### src/rtl/level_sequencer.sv
// Game-flow controller: walks play through the levels, counts lives, remembers the
// last checkpoint and drives respawn/freeze back to the character block.
module level_sequencer #(
    parameter int NUM_LEVELS  = 8,
    parameter int LIVES_INIT  = 3,
    parameter int DEATH_TICKS = 30,
    parameter int CLEAR_TICKS = 60,
    parameter int SPAWN_X     = 304,
    parameter int SPAWN_Y     = 220
) (
    input  logic       clk,
    input  logic       rst,
    input  logic       tick,
    input  logic       start,
    input  logic       death_evt,
    input  logic       goal_evt,
    input  logic       cp_evt,
    input  logic [9:0] char_x,
    input  logic [9:0] char_y,
    output logic [2:0] level,
    output logic [3:0] lives,
    output logic [9:0] spawn_x,
    output logic [9:0] spawn_y,
    output logic       respawn,
    output logic       freeze,
    output logic [2:0] game_state
);

    localparam int MAX_TICKS = (DEATH_TICKS > CLEAR_TICKS) ? DEATH_TICKS : CLEAR_TICKS;
    localparam int TW        = (MAX_TICKS > 1) ? $clog2(MAX_TICKS) : 1;

    typedef enum logic [2:0] {
        S_IDLE    = 3'd0,
        S_PLAY    = 3'd1,
        S_DYING   = 3'd2,
        S_RESPAWN = 3'd3,
        S_CLEAR   = 3'd4,
        S_WIN     = 3'd5,
        S_OVER    = 3'd6
    } state_t;

    state_t        state, state_d;
    logic [2:0]    level_d;
    logic [3:0]    lives_d;
    logic [TW-1:0] timer, timer_d;
    logic [9:0]    cp_x, cp_y, cp_x_d, cp_y_d;
    logic          cp_valid, cp_valid_d;
    logic          start_q;
    logic          start_rise;

    assign start_rise = start & ~start_q;

    always_ff @(posedge clk) begin
        if (!rst) begin
            state    <= S_IDLE;
            level    <= 3'd0;
            lives    <= 4'(LIVES_INIT);
            timer    <= '0;
            cp_x     <= 10'(SPAWN_X);
            cp_y     <= 10'(SPAWN_Y);
            cp_valid <= 1'b0;
            start_q  <= 1'b0;
        end else begin
            state    <= state_d;
            level    <= level_d;
            lives    <= lives_d;
            timer    <= timer_d;
            cp_x     <= cp_x_d;
            cp_y     <= cp_y_d;
            cp_valid <= cp_valid_d;
            start_q  <= start;
        end
    end

    // Timer is zeroed on every transition so each timed state starts counting from 0.
    always_comb begin
        state_d    = state;
        level_d    = level;
        lives_d    = lives;
        timer_d    = timer;
        cp_x_d     = cp_x;
        cp_y_d     = cp_y;
        cp_valid_d = cp_valid;
        case (state)
            S_IDLE: begin
                if (start_rise) begin
                    state_d    = S_RESPAWN;
                    level_d    = 3'd0;
                    lives_d    = 4'(LIVES_INIT);
                    cp_valid_d = 1'b0;
                    timer_d    = '0;
                end
            end
            S_RESPAWN: begin
                state_d = S_PLAY;
                timer_d = '0;
            end
            S_PLAY: begin
                if (death_evt) begin
                    lives_d = (lives != 4'd0) ? lives - 4'd1 : 4'd0;
                    timer_d = '0;
                    state_d = S_DYING;
                end else if (goal_evt) begin
                    cp_valid_d = 1'b0;
                    timer_d    = '0;
                    state_d    = (level == 3'(NUM_LEVELS - 1)) ? S_WIN : S_CLEAR;
                end else if (cp_evt) begin
                    cp_x_d     = char_x;
                    cp_y_d     = char_y;
                    cp_valid_d = 1'b1;
                end
            end
            S_DYING: begin
                if (tick) begin
                    if (timer == TW'(DEATH_TICKS - 1)) begin
                        timer_d = '0;
                        state_d = (lives == 4'd0) ? S_OVER : S_RESPAWN;
                    end else begin
                        timer_d = timer + 1'b1;
                    end
                end
            end
            S_CLEAR: begin
                if (tick) begin
                    if (timer == TW'(CLEAR_TICKS - 1)) begin
                        timer_d = '0;
                        level_d = level + 3'd1;
                        state_d = S_RESPAWN;
                    end else begin
                        timer_d = timer + 1'b1;
                    end
                end
            end
            S_WIN, S_OVER: begin
                if (start_rise) begin
                    state_d = S_IDLE;
                    timer_d = '0;
                end
            end
            default: begin
                state_d = S_IDLE;
                timer_d = '0;
            end
        endcase
    end

    assign spawn_x    = cp_valid ? cp_x : 10'(SPAWN_X);
    assign spawn_y    = cp_valid ? cp_y : 10'(SPAWN_Y);
    assign respawn    = (state == S_RESPAWN);
    assign freeze     = (state != S_PLAY);
    assign game_state = state;

endmodule

### config.mk
export PLATFORM = sky130hd
export DESIGN_NAME = level_sequencer
export DESIGN_NICKNAME = d
export VERILOG_FILES = /design/src/rtl/level_sequencer.sv
export SDC_FILE = /design/constraint.sdc
export NUM_CORES = 1
export LEC_CHECK = 0
export ABC_CLOCK_PERIOD_IN_PS = 1900
export CAP_MARGIN = 25
export CORE_MARGIN = 8
export CORE_UTILIZATION = 37
export CTS_CLUSTER_DIAMETER = 80
export DETAILED_ROUTE_END_ITERATION = 8
export GPL_ROUTABILITY_DRIVEN = 1
export PLACE_DENSITY = 0.69
export SLEW_MARGIN = 0
export SYNTH_ARGS = -nofsm -noshare
export SYNTH_HDL_FRONTEND = slang
export SYNTH_SLANG_ARGS = --single-unit
### constraint.sdc
create_clock -name clk -period 1.9 [get_ports clk]
set_input_delay 0.38 -clock clk [delete_from_list [all_inputs] [get_ports clk]]
set_output_delay 0.38 -clock clk [all_outputs]
set_load 0.05 [all_outputs]
==> summary.txt <==
Timing
  • Fin worst setup slack: 58.01 ps
  • Final Hold Viols: 0
  • Period utilization: 96.95%
  • Worst Max-Slew Pin Slew: 474.2 ps
  • Clk_skew: 3.970 ps
  • Slew HR: 68.09%
  • Fmax: 542.9 MHz
  • Setup tns final: 0 ps
  • RSZ-0062 raised after global routing: true
  • Minimum clock period: 1842 ps
  • Slew Limit Fails: 0
  • Endpoints failing setup: 0

Worst setup path
  • CP peak stage delay: 450 ps
  • Crit path DAT: 2040 ps
  • Worst Setup End Kind: flop
  • Reg2Reg Depth: 6
  • CP Max Fanout: 6
  • CP required: 2090 ps
  • Critical path's slowest cell: o41ai_4
  • Crit-path cells: ha_4 -> nor2b_4 -> and4_4 -> o41ai_4 -> nand2_2 -> o32ai_2
  • WS Path Type: flop to flop
  • CP startpoint kind: flop

Layout
  • Share of cells above drive strength 1: 27.67%
  • Utilization after layout: 59.76%
  • NumNets Final: 349
  • Area grow syn2layout: 55.28%
  • Antenna fix cells: 0
  • Area of the multi-input gates: 1160 um^2
  • Post-route insts no fill: 388
  • Sequential Area: 768.2 um^2
  • Fillers: 467

Hold path
  • Hold path depth: 2
  • HP Class: flop to flop

Logic synthesis
  • Avg Inst Size Synth: 8.208 um^2
  • Cell area after synthesis: 1978 um^2
  • Top cells by area, synth: dfxtp_1 38%, nand2_1 9.9%, and2_1 4.1%, a21oi_1 4.0%, nand3_1 4.0%
  • Post-synthesis cell count: 241
  • Share of the synthesized area in the top cell type: 38.46%
  • Sequential-to-total area share from yosys stat: 38.46%
  • Main combinational cell family by area after synthesis: simple AND/OR/NAND/NOR gates
  • Yosys reg bits: 38
  • Post-synthesis mux area share: 2.530%
  • Mapped Nets: 272
  • Compound-Gate Fraction of Synth Area: 15.05%
  • FFs w/ async S/R, synth: 0%
  • Synth Area in XOR/XNOR: 0%
  • Most common cell in the netlist: nand2_1
  • Yosys top cell by area: dfxtp_1
  • Syn. warnings: 0
  • Distinct cell type count after synthesis: 49
  • Adder-cell share of the synthesized area: 2.530%
  • Top cells by count, synth: 52 x nand2_1, 38 x dfxtp_1, 16 x a21oi_1, 16 x nand3_1, 13 x and2_1
  • Primary FF master, synth: dfxtp_1
  • Post-Synth Simple-Gate Area: 36.81%
  • Post-synth EDFFs: 0

Clocking
  • Clk buf depth: 2
  • Clock Sinks: 38
  • Max H-tree Level: 2
  • TritonCTS Buffers: 5
  • Clock transition at path regs: 70 ps
  • Root buf cell: clkbuf_8
  • Worst-skew pair later-pin latency: 280 ps
  • Hold-fix buffers at CTS: 0
  • CTS tree: done

Global routing
  • Vias in the first global route: 1832
  • Congestion Overflow GR: 0
  • Antenna violations before repair: 0
  • First-pass GRT wire length: 8.521 mm
  • Largest net degree at the start of global routing: 33
  • All-Layer GR Usage: 13.43%

Detailed routing
  • WL final: 5.297 mm
  • DR vias: 1964
  • Number of vias per cell: 5.062
  • Routed WL per cell: 13.65 um
  • Final antenna-violating net count: 0
  • Pre-Repair DR Iteration Count: 6
  • DRC violations left: 0
  • Initial DRC Count: 101

Die
  • Die H: 89.12 um
  • Initial core utilization: 38.49%
  • DIE WIDTH: 89.12 um
  • Io pins: 59
  • CORE AREA: 5140 um^2
  • Num rows: 26
  • Die area: 7942 um^2

Outcome
  • Status: complete, no violations

Placed design
  • Routability-driven placement congestion ratio: 0.8459
  • DP HPWL: 3.925 mm
  • Port buffer count: 58
  • Placed cells: 378
  • Setup WS pre-CTS: -233.6 ps

Pwr
  • Max VDD drop: 0.0003976 V
  • Leak pwr: 1.180 nW
  • Post-route total power: 2.621 mW
  • Pwr dens: 853.2 nW/um^2

Job
  • MaxCap Viol Count: 0
metrics by stage:
step                      cell area, um^2  hold WS [ps]
after floorplan                      1978         431.6
after global placement               2895         437.6
after detailed placement             2895         442.0
after CTS                            3010         452.5
after global routing                 3072         475.1
final                                3072         450.8
logic make-up after synthesis:
| family | after synthesis |
|---|---|
| and+or+nand+nor | 135 |
| buffers and inverters | 20 |
| muxes | 5 |
| AOI/OAI and AO/OA | 39 |
| DFF | 38 |
| adders and majority gates | 4 |
routing by layer:
layer / share of wire, % / wire (um) / track usage (%) / vias to the layer above
li1: - / - / - / 985
met1: 43 / 2285 / 15.89 / 919
met2: 49 / 2614 / 23.16 / 52
met3: 6.1 / 321 / 3.125 / 8
met4: 1.4 / 76 / 4.532 / 0
met5: 0 / 0 / 0 / -
path summary, 6_finish.rpt:
path | endpoint | slack [ps] | start
setup reg to reg | timer[1] | 60 | timer[0]
setup / recovery | timer[1] | 60 | timer[0]
hold / removal | cp_y[8] | 450 | cp_y[8]
hold reg to reg | cp_y[8] | 450 | cp_y[8]
repair_timing:
item                       in CTS  in global routing
setup buffers                   0                  3
cloned                          0                  0
gates resized for setup         1                 11
pin swaps                       0                  4
setup endpoints to repair       1                 13
placed cells by master, fill, tap and decap left out, types with 2 or more instances in the layout:
| master | count |
|---|---|
| a21oi_1 | 16 |
| and2_1 | 13 |
| and3_1 | 3 |
| buf_12 | 18 |
| buf_4 | 40 |
| clkbuf_8 | 6 |
| clkdlybuf4s50_1 | 26 |
| dfxtp_1 | 34 |
| dfxtp_2 | 3 |
| ha_1 | 3 |
| inv_1 | 5 |
| mux2i_1 | 5 |
| nand2_1 | 52 |
| nand2b_1 | 10 |
| nand3_1 | 16 |
| nand3b_1 | 6 |
| nand4_1 | 3 |
| nor2_1 | 7 |
| nor3_1 | 2 |
| o2111ai_1 | 3 |
| o211ai_1 | 4 |
| o21ai_0 | 6 |
| o31ai_2 | 2 |
| or3_1 | 3 |
critical path, delay by kind of cell (launching register included):
family / cells / cell delay [ps]
and+or+nand+nor: 3 / 480
adders and majority gates: 1 / 170
DFF: 1 / 370
AOI/OAI and AO/OA: 2 / 730
sequential cells by signal, indices dropped and copies added, names as in the netlist:
register    count
cp_y           10
lives           4
cp_x           10
game_state      3
level           3
timer           6
cp_valid        1
start_q         1
final cells by class:
type                    instances  area share (%)
multi-input cells             183           37.76
repair buffers                 84           29.98
flip-flops and latches         38           25.01
well taps                      70           2.851
clock buffers                   6           2.688
clock inverters                 1          0.9776
inverters                       6          0.7332
power by group:
part | total [mW] | switching (mW) | internal, mW
registers | 0.919 | 0.0677 | 0.852
clock network | 0.694 | 0.274 | 0.420
logic | 1.01 | 0.493 | 0.514
total | 2.62 | 0.835 | 1.79
Power figures use the tool's default switching activity.
